`src/rtl/seq_signed_divider.sv`:
```
// rtl/seq_signed_divider.sv - iterative restoring signed divider with start/busy/done handshake
// Optional: define SEQ_DIV_ZERO_FAST_EN to finish divide-by-zero in one cycle after start.
module seq_signed_divider #(
  parameter int WIDTH = 8
) (
  input  logic             clk,
  input  logic             rst,
  input  logic             start,
  input  logic [WIDTH-1:0] dividend,
  input  logic [WIDTH-1:0] divisor,
  output logic             busy,
  output logic             done,
  output logic [WIDTH-1:0] quotient,
  output logic [WIDTH-1:0] remainder,
  output logic             div_by_zero
);

  localparam int CW = $clog2(WIDTH + 1);

  typedef enum logic [1:0] {IDLE, CALC, FIX} state_t;

  state_t           state;
  logic [CW-1:0]    cnt;
  logic [WIDTH:0]   dvd_mag;   // |dividend|, kept intact for the divide-by-zero result
  logic [WIDTH-1:0] dvd_sh;    // |dividend| shifted out MSB first during CALC
  logic [WIDTH:0]   dvs_mag;   // |divisor|
  logic [WIDTH:0]   prem;      // partial remainder magnitude
  logic [WIDTH-1:0] qmag;      // quotient magnitude, truncated to WIDTH bits
  logic             qsign;
  logic             rsign;
  logic             zero;

  logic [WIDTH:0]   dividend_abs;
  logic [WIDTH:0]   divisor_abs;
  logic [WIDTH:0]   shifted;
  logic             fits;
  logic [WIDTH:0]   prem_next;

  // Operand magnitudes on WIDTH+1 bits so |-2^(WIDTH-1)| is representable
  always_comb begin
    dividend_abs = dividend[WIDTH-1] ? ({1'b0, ~dividend} + (WIDTH+1)'(1)) : {1'b0, dividend};
    divisor_abs  = divisor[WIDTH-1]  ? ({1'b0, ~divisor}  + (WIDTH+1)'(1)) : {1'b0, divisor};
  end

  // One restoring step: shift in next dividend bit, trial subtract, keep or restore
  always_comb begin
    shifted   = {prem[WIDTH-1:0], dvd_sh[WIDTH-1]};
    fits      = (shifted >= dvs_mag);
    prem_next = fits ? (shifted - dvs_mag) : shifted;
  end

  // Control FSM and datapath registers; outputs are registered here
  always_ff @(posedge clk or posedge rst) begin
    if (rst) begin
      state       <= IDLE;
      cnt         <= '0;
      dvd_mag     <= '0;
      dvd_sh      <= '0;
      dvs_mag     <= '0;
      prem        <= '0;
      qmag        <= '0;
      qsign       <= 1'b0;
      rsign       <= 1'b0;
      zero        <= 1'b0;
      busy        <= 1'b0;
      done        <= 1'b0;
      quotient    <= '0;
      remainder   <= '0;
      div_by_zero <= 1'b0;
    end else begin
      done <= 1'b0;
      case (state)
        IDLE: begin
          if (start) begin
            dvd_mag <= dividend_abs;
            dvd_sh  <= dividend_abs[WIDTH-1:0];
            dvs_mag <= divisor_abs;
            prem    <= '0;
            qmag    <= '0;
            qsign   <= dividend[WIDTH-1] ^ divisor[WIDTH-1];
            rsign   <= dividend[WIDTH-1];
            zero    <= (divisor == '0);
            cnt     <= CW'(WIDTH);
            busy    <= 1'b1;
`ifdef SEQ_DIV_ZERO_FAST_EN
            state   <= (divisor == '0) ? FIX : CALC;
`else
            state   <= CALC;
`endif
          end
        end
        CALC: begin
          prem   <= prem_next;
          qmag   <= {qmag[WIDTH-2:0], fits};
          dvd_sh <= {dvd_sh[WIDTH-2:0], 1'b0};
          cnt    <= cnt - CW'(1);
          if (cnt == CW'(1)) begin
            state <= FIX;
          end
        end
        FIX: begin
          if (zero) begin
            quotient  <= '1;
            remainder <= WIDTH'(rsign ? -dvd_mag : dvd_mag);
          end else begin
            quotient  <= qsign ? -qmag : qmag;
            remainder <= WIDTH'(rsign ? -prem : prem);
          end
          div_by_zero <= zero;
          done        <= 1'b1;
          busy        <= 1'b0;
          state       <= IDLE;
        end
        default: begin
          state <= IDLE;
          busy  <= 1'b0;
        end
      endcase
    end
  end

endmodule

```
`config.mk`:
```
export PLATFORM = sky130hd
export DESIGN_NAME = seq_signed_divider
export DESIGN_NICKNAME = d
export VERILOG_FILES = /design/src/rtl/seq_signed_divider.sv
export SDC_FILE = /design/constraint.sdc
export NUM_CORES = 1
export LEC_CHECK = 0
export ABC_AREA = 1
export BUFFER_PORTS_ARGS = -buffer_cell sky130_fd_sc_hd__buf_4
export CAP_MARGIN = 15
export CELL_PAD_IN_SITES_DETAIL_PLACEMENT = 0
export CELL_PAD_IN_SITES_GLOBAL_PLACEMENT = 2
export CORE_MARGIN = 2
export CORE_UTILIZATION = 35
export DETAILED_ROUTE_END_ITERATION = 7
export PLACE_DENSITY = 0.84
export SETUP_SLACK_MARGIN = 0.15
export SKIP_CTS_REPAIR_TIMING = 1
export SYNTH_ARGS = -nofsm -noshare
export SYNTH_HDL_FRONTEND = slang
export SYNTH_SLANG_ARGS = --single-unit
export TNS_END_PERCENT = 5
```
`constraint.sdc`:
```
create_clock -name clk -period 2.4 [get_ports clk]
set_clock_uncertainty 0.2 [all_clocks]
set_input_delay 0.12 -clock clk [delete_from_list [all_inputs] [get_ports clk]]
set_output_delay 0.12 -clock clk [all_outputs]
set_load 0.02 [all_outputs]
```
### Word-level counts from Yosys, hierarchy flattened

Index checks and enable logic that the tools add are counted.

* register bits after elaboration: 69
* ROM bits: 0
* RAM bits: 0
* logic and storage cells: 61
* latch bits: 0
* memories: 0
* input bits: 19
* output and inout port bits: 19

* reduce and logical (&&, ||, !) cells: 7
* multipliers: 0
* equal/unequal tests: 5
* divide/modulo/power cells: 0
* bitwise operators: 4
* muxes and demuxes: 22
* add/subtract/negate cells: 7
* shift operators: 0
* $lt $le $gt $ge: 1

Operators by type and width (number)
* 8-bit 2-to-1 mux: 10
* 8-bit one-hot mux with 2 select lines: 3
* 8-bit negator: 3
* 8-bit NOT: 2
* 8-bit by 1-bit adder with 9-bit output (second input constant): 1
* 9-bit greater-or-equal comparator: 1
* 9-bit 2-to-1 mux: 1
* 8-bit by 1-bit adder with 8-bit output (second input constant): 1
* 8-bit logical NOT: 1
* 4-bit one-hot mux with 2 select lines: 1
* 2-bit AND reduction: 4
* 8-bit subtractor: 1
* 4-bit by 1-bit == test with 1-bit output (second input constant): 1
* 2-bit 2-to-1 mux: 2
* 4-bit 2-to-1 mux: 1
* 2-bit inequality test (second input constant): 2
* 2-bit one-hot mux with 2 select lines: 1
* 4-bit by 1-bit subtractor with 4-bit output (second input constant): 1
* 2-bit by 1-bit == test with 1-bit output (second input constant): 1
* 2-bit == test (second input constant): 1
* 2-bit logical NOT: 1
* 1-bit 2-to-1 mux: 2
* 1-bit one-hot mux with 2 select lines: 1
* 2-bit nonzero test: 1
* 2 further kinds: 2

### Longest topological paths before layout

* word-level depth: 5
* gate-level depth with buffers: 12

### Worst setup path before layout

Ideal clock, no wire load.

* kind: flip-flop to flip-flop
* start: register dvd_sh[7]
* end: register prem[4]
* cell stages (with the launch flop): 11
* slack: 0.593 ns
* path buffers: 0
* arrival: 1.489 ns
* cells stage by stage: dfrtp_1 -> inv_1 -> ha_1 -> inv_1 -> fa_1 -> nand3_1 -> nand3_1 -> xnor2_1 -> nand2_1 -> nand3_1 -> nand2_1

* longest elaborated chain between the ends: 3

RTL lines
* from (decl): RTL line 25 `logic [WIDTH-1:0] dvd_sh;`
* from (signal assigned): RTL line 76 `dvd_sh <= dividend_abs[WIDTH-1:0];`
* from (signal assigned): RTL line 95 `dvd_sh <= {dvd_sh[WIDTH-2:0], 1'b0};`
* 8-bit subtractor / 9-bit greater-or-equal comparator (equally long branches): RTL line 49, 48
* 8-bit 2-to-1 mux (*): RTL line 49 `prem_next = fits ? (shifted - dvs_mag) : shifted;`
* 8-bit one-hot mux with 2 select lines (*): RTL line 72 `case (state)`
* to (signal assigned): RTL line 93 `prem <= prem_next;`
* to (decl): RTL line 27 `logic [WIDTH:0] prem;`

Mark *: on every way between the ends. The rest lies on a longest branch, timed or not.
A chain may end at the register's enable or synchronous reset.

### Worst setup path in the final report

* start: input port divisor[0]
* end: register zero

* longest elaborated chain between the ends: 1

RTL lines
* from (decl): RTL line 10 `input logic [WIDTH-1:0] divisor,`
* 8-bit logical NOT: RTL line 82 `zero <= (divisor == '0);`
* to (signal assigned): RTL line 82
* to (decl): RTL line 31 `logic zero;`

No other way between the ends.

==> flow_metrics.py <==
metrics = {
    "clock_network": {
        "path_clk_slew_ps": 60,
        "cts_root_buffer": "clkbuf_16",
        "clockBufferDepth": 2,
        "cts_tree": "yes",
        "cts-buffers-inserted": 9,
        "clock_latency_ps": 320,
        "clkSinkCount": 69,
        "htreeDepth": 3,
    },
    "floorplan": {
        "pin_count": 38,
        "die_w_um": 112,
        "die_y_um": 112,
        "initial_core_util": 0.359,
        "core_um2": 11400,
        "rows": 39,
        "die_area_um2": 12600,
    },
    "drt": {
        "drtIter0Drc": 127,
        "antenna_left": 0,
        "vias": 3591,
        "wire_per_inst_um": 13.5,
        "drc": 0,
        "drt_wl_total_mm": 10.0,
        "via_per_inst": 4.83,
        "dr.pass1.iters": 5,
    },
    "placement": {
        "place_congestion": 0.831,
        "io_buffers": 37,
        "hpwl_mm": 7.81,
        "place_ws_ps": 312,
        "postPlaceCellArea_um2": 4540,
    },
    "sta": {
        "setup_violations": 0,
        "fin_crit_ps": 2130,
        "max_slew.worst_pin.slew_ps": 558,
        "fmax_mhz": 469,
        "worst_slack_ps": 267,
        "rsz0062_at_grt": "false",
        "fin_crit_sh": 0.889,
        "hold_viol": 5,
        "maxSlewHeadroom": 0.628,
        "hold_ws_ps": -46.8,
        "setup_tns_ps": 0,
        "drv_slew": 0,
    },
    "logic_synthesis": {
        "synthesis.area_um2": 4100,
        "syn_inst": 542,
        "async_flop_share": 1.00,
        "ys.flop_type": "dfrtp_1",
        "yosys.cell_types.count": 38,
        "synth_warnings": 0,
        "synth_enable_flop_cells": 0,
        "syn-num-nets": 578,
        "synth-seq-area-share": 0.421,
        "synth_area_per_cell_um2": 7.56,
        "synth_seq_cells": 69,
    },
    "status": {
        "status": "finished, violations left",
        "violations": "hold timing",
    },
    "min_path": {
        "hold_path.class": "in2reg",
        "min-delay-start": "divisor[1]",
        "min_path_cells": 5,
        "whs_endpoint": "dvs_mag[1]",
    },
    "layout": {
        "syn_to_final_growth_pct": 22.4,
        "final_cell_area_um2": 5020,
        "utilization": 0.440,
        "fin_nets": 632,
        "diodes": 0,
        "drive_above_1_share": 0.145,
    },
    "worst_setup_path": {
        "cp.required_ps": 2460,
        "cp_data_arrival_time_ps": 2190,
        "endpoint_kind": "register",
        "r2r_slack_ps": 290,
        "cp_top_family": "buffers and inverters",
        "critPathKind": "in2reg",
        "worstReg2RegEnd": "prem[4]",
        "cp_cell_sequence": "buf_4, dlygate4sd3_1, inv_1, ha_1, inv_1, nor3_1, nand2_1, o41ai_2, dlygate4sd3_1",
        "reg2reg_depth": 10,
        "path_buf_inv": 5,
        "cp-start-kind": "primary input",
        "cp_max_fo": 3,
        "critPathSlowestCell": "dlygate4sd3_1",
        "r2r_start": "dvd_sh[7]",
        "critPathMaxStageDelay_ps": 580,
    },
    "job": {
        "max-cap-violations": 0,
    },
    "power": {
        "power_density_nw_per_um2": 1470,
        "ir_drop_v": 0.000587,
        "power.leakage_nw": 2.54,
    },
    "global_routing": {
        "antenna_found_initial": 0,
        "grt_overflow_total": 0,
        "grt_max_degree": 33,
        "grt_pass1_vias": 3445,
        "grt_pass1_wl_mm": 17.0,
        "grtUsageTotal": 0.168,
    },
}
-- per-layer routing --
layer	vias to the layer above	wire, um	global-route usage
met5	-	0	0
met4	0	99	0.0512
met3	4	357	0.0216
met2	58	4640	0.268
met1	1661	4950	0.238
li1	1868	-	-
-- Yosys cell counts, types with 7 or more instances --
cell type  number  share of area
dfrtp_1        69           0.42
a21oi_1        19          0.023
a31oi_1         9          0.014
ha_1           16          0.049
nor2_1         41          0.038
buf_2          10          0.012
inv_1          75          0.069
nand3_1        61          0.074
xor2_1          7          0.015
nand2_1       138           0.13
o22ai_1         9          0.014
o21ai_0        34          0.042
-- worst min-delay path, delay by kind of cell --
family          cells  cell delay, ps
simple gates        1              50
buf+inv             2             130
compound gates      2             130
-- state kept, by name, summed over array words and instances, names as in the netlist --
name	flops
state	2
dvd_mag	8
dvs_mag	9
done	1
busy	1
quotient	8
prem	8
qsign	1
div_by_zero	1
cnt	4
dvd_sh	8
zero	1
qmag	8
rsign	1
remainder	8
-- final cells by class --
cell class | count | area, um^2
multi-input combinational | 377 | 1980
sequential | 69 | 1730
inverter | 80 | 300
clock buffer | 12 | 267
timing repair buffer | 59 | 490
tap | 143 | 179
clock inverter | 4 | 77.6
fill | 1188 | 6400
-- cells in the final DEF, fill, tap and decap left out, types with 5 or more instances in the layout --
| cell | instances |
|---|---|
| a21oi_1 | 19 |
| o21ai_0 | 34 |
| nor2_1 | 41 |
| a31oi_1 | 9 |
| inv_2 | 6 |
| buf_4 | 44 |
| clkbuf_16 | 9 |
| xor2_1 | 7 |
| inv_1 | 74 |
| nand3_1 | 61 |
| nand2_1 | 138 |
| dlygate4sd3_1 | 14 |
| ha_1 | 16 |
| dfrtp_1 | 69 |
| o22ai_1 | 9 |
| nand2_2 | 5 |
-- power by group --
group          leakage [nW]  internal (mW)  switching [mW]
logic                  1.52           1.46            2.34
clock network         0.169           1.00           0.488
registers             0.844           1.68           0.425
-- worst max-delay path by stage --
stage | startpoint | slack (ps) | cells after the start | to
floorplan | rst | 340 | 1 | busy
global placement | dvd_sh[7] | 290 | 10 | prem[4]
detailed placement | dvd_sh[7] | 310 | 10 | prem[4]
CTS | dvd_sh[7] | 280 | 10 | prem[4]
global route | divisor[0] | 130 | 9 | zero
finish | divisor[0] | 270 | 9 | zero
-- metrics by stage --
step                      cells  total power, mW
after CTS                   730             7.47
after detailed placement    714             5.95
final                       744             7.40
after floorplan             542             4.93
after global placement      714             5.91
after global routing        744             8.17
-- logic make-up (layout without fill, tap and decap cells) --
group                    count (synthesis)  after routing  share of synthesized area
adder cells (fa/ha/maj)                 17             17                     0.0537
AND/OR/NAND/NOR                        269            269                      0.294
buffers and inverters                   96            155                     0.0961
XOR/XNOR                                10             10                     0.0214
flip-flops                              69             69                      0.421
AO/OA/AOI/OAI                           81             81                      0.114
(Power assumes the default switching activity.)
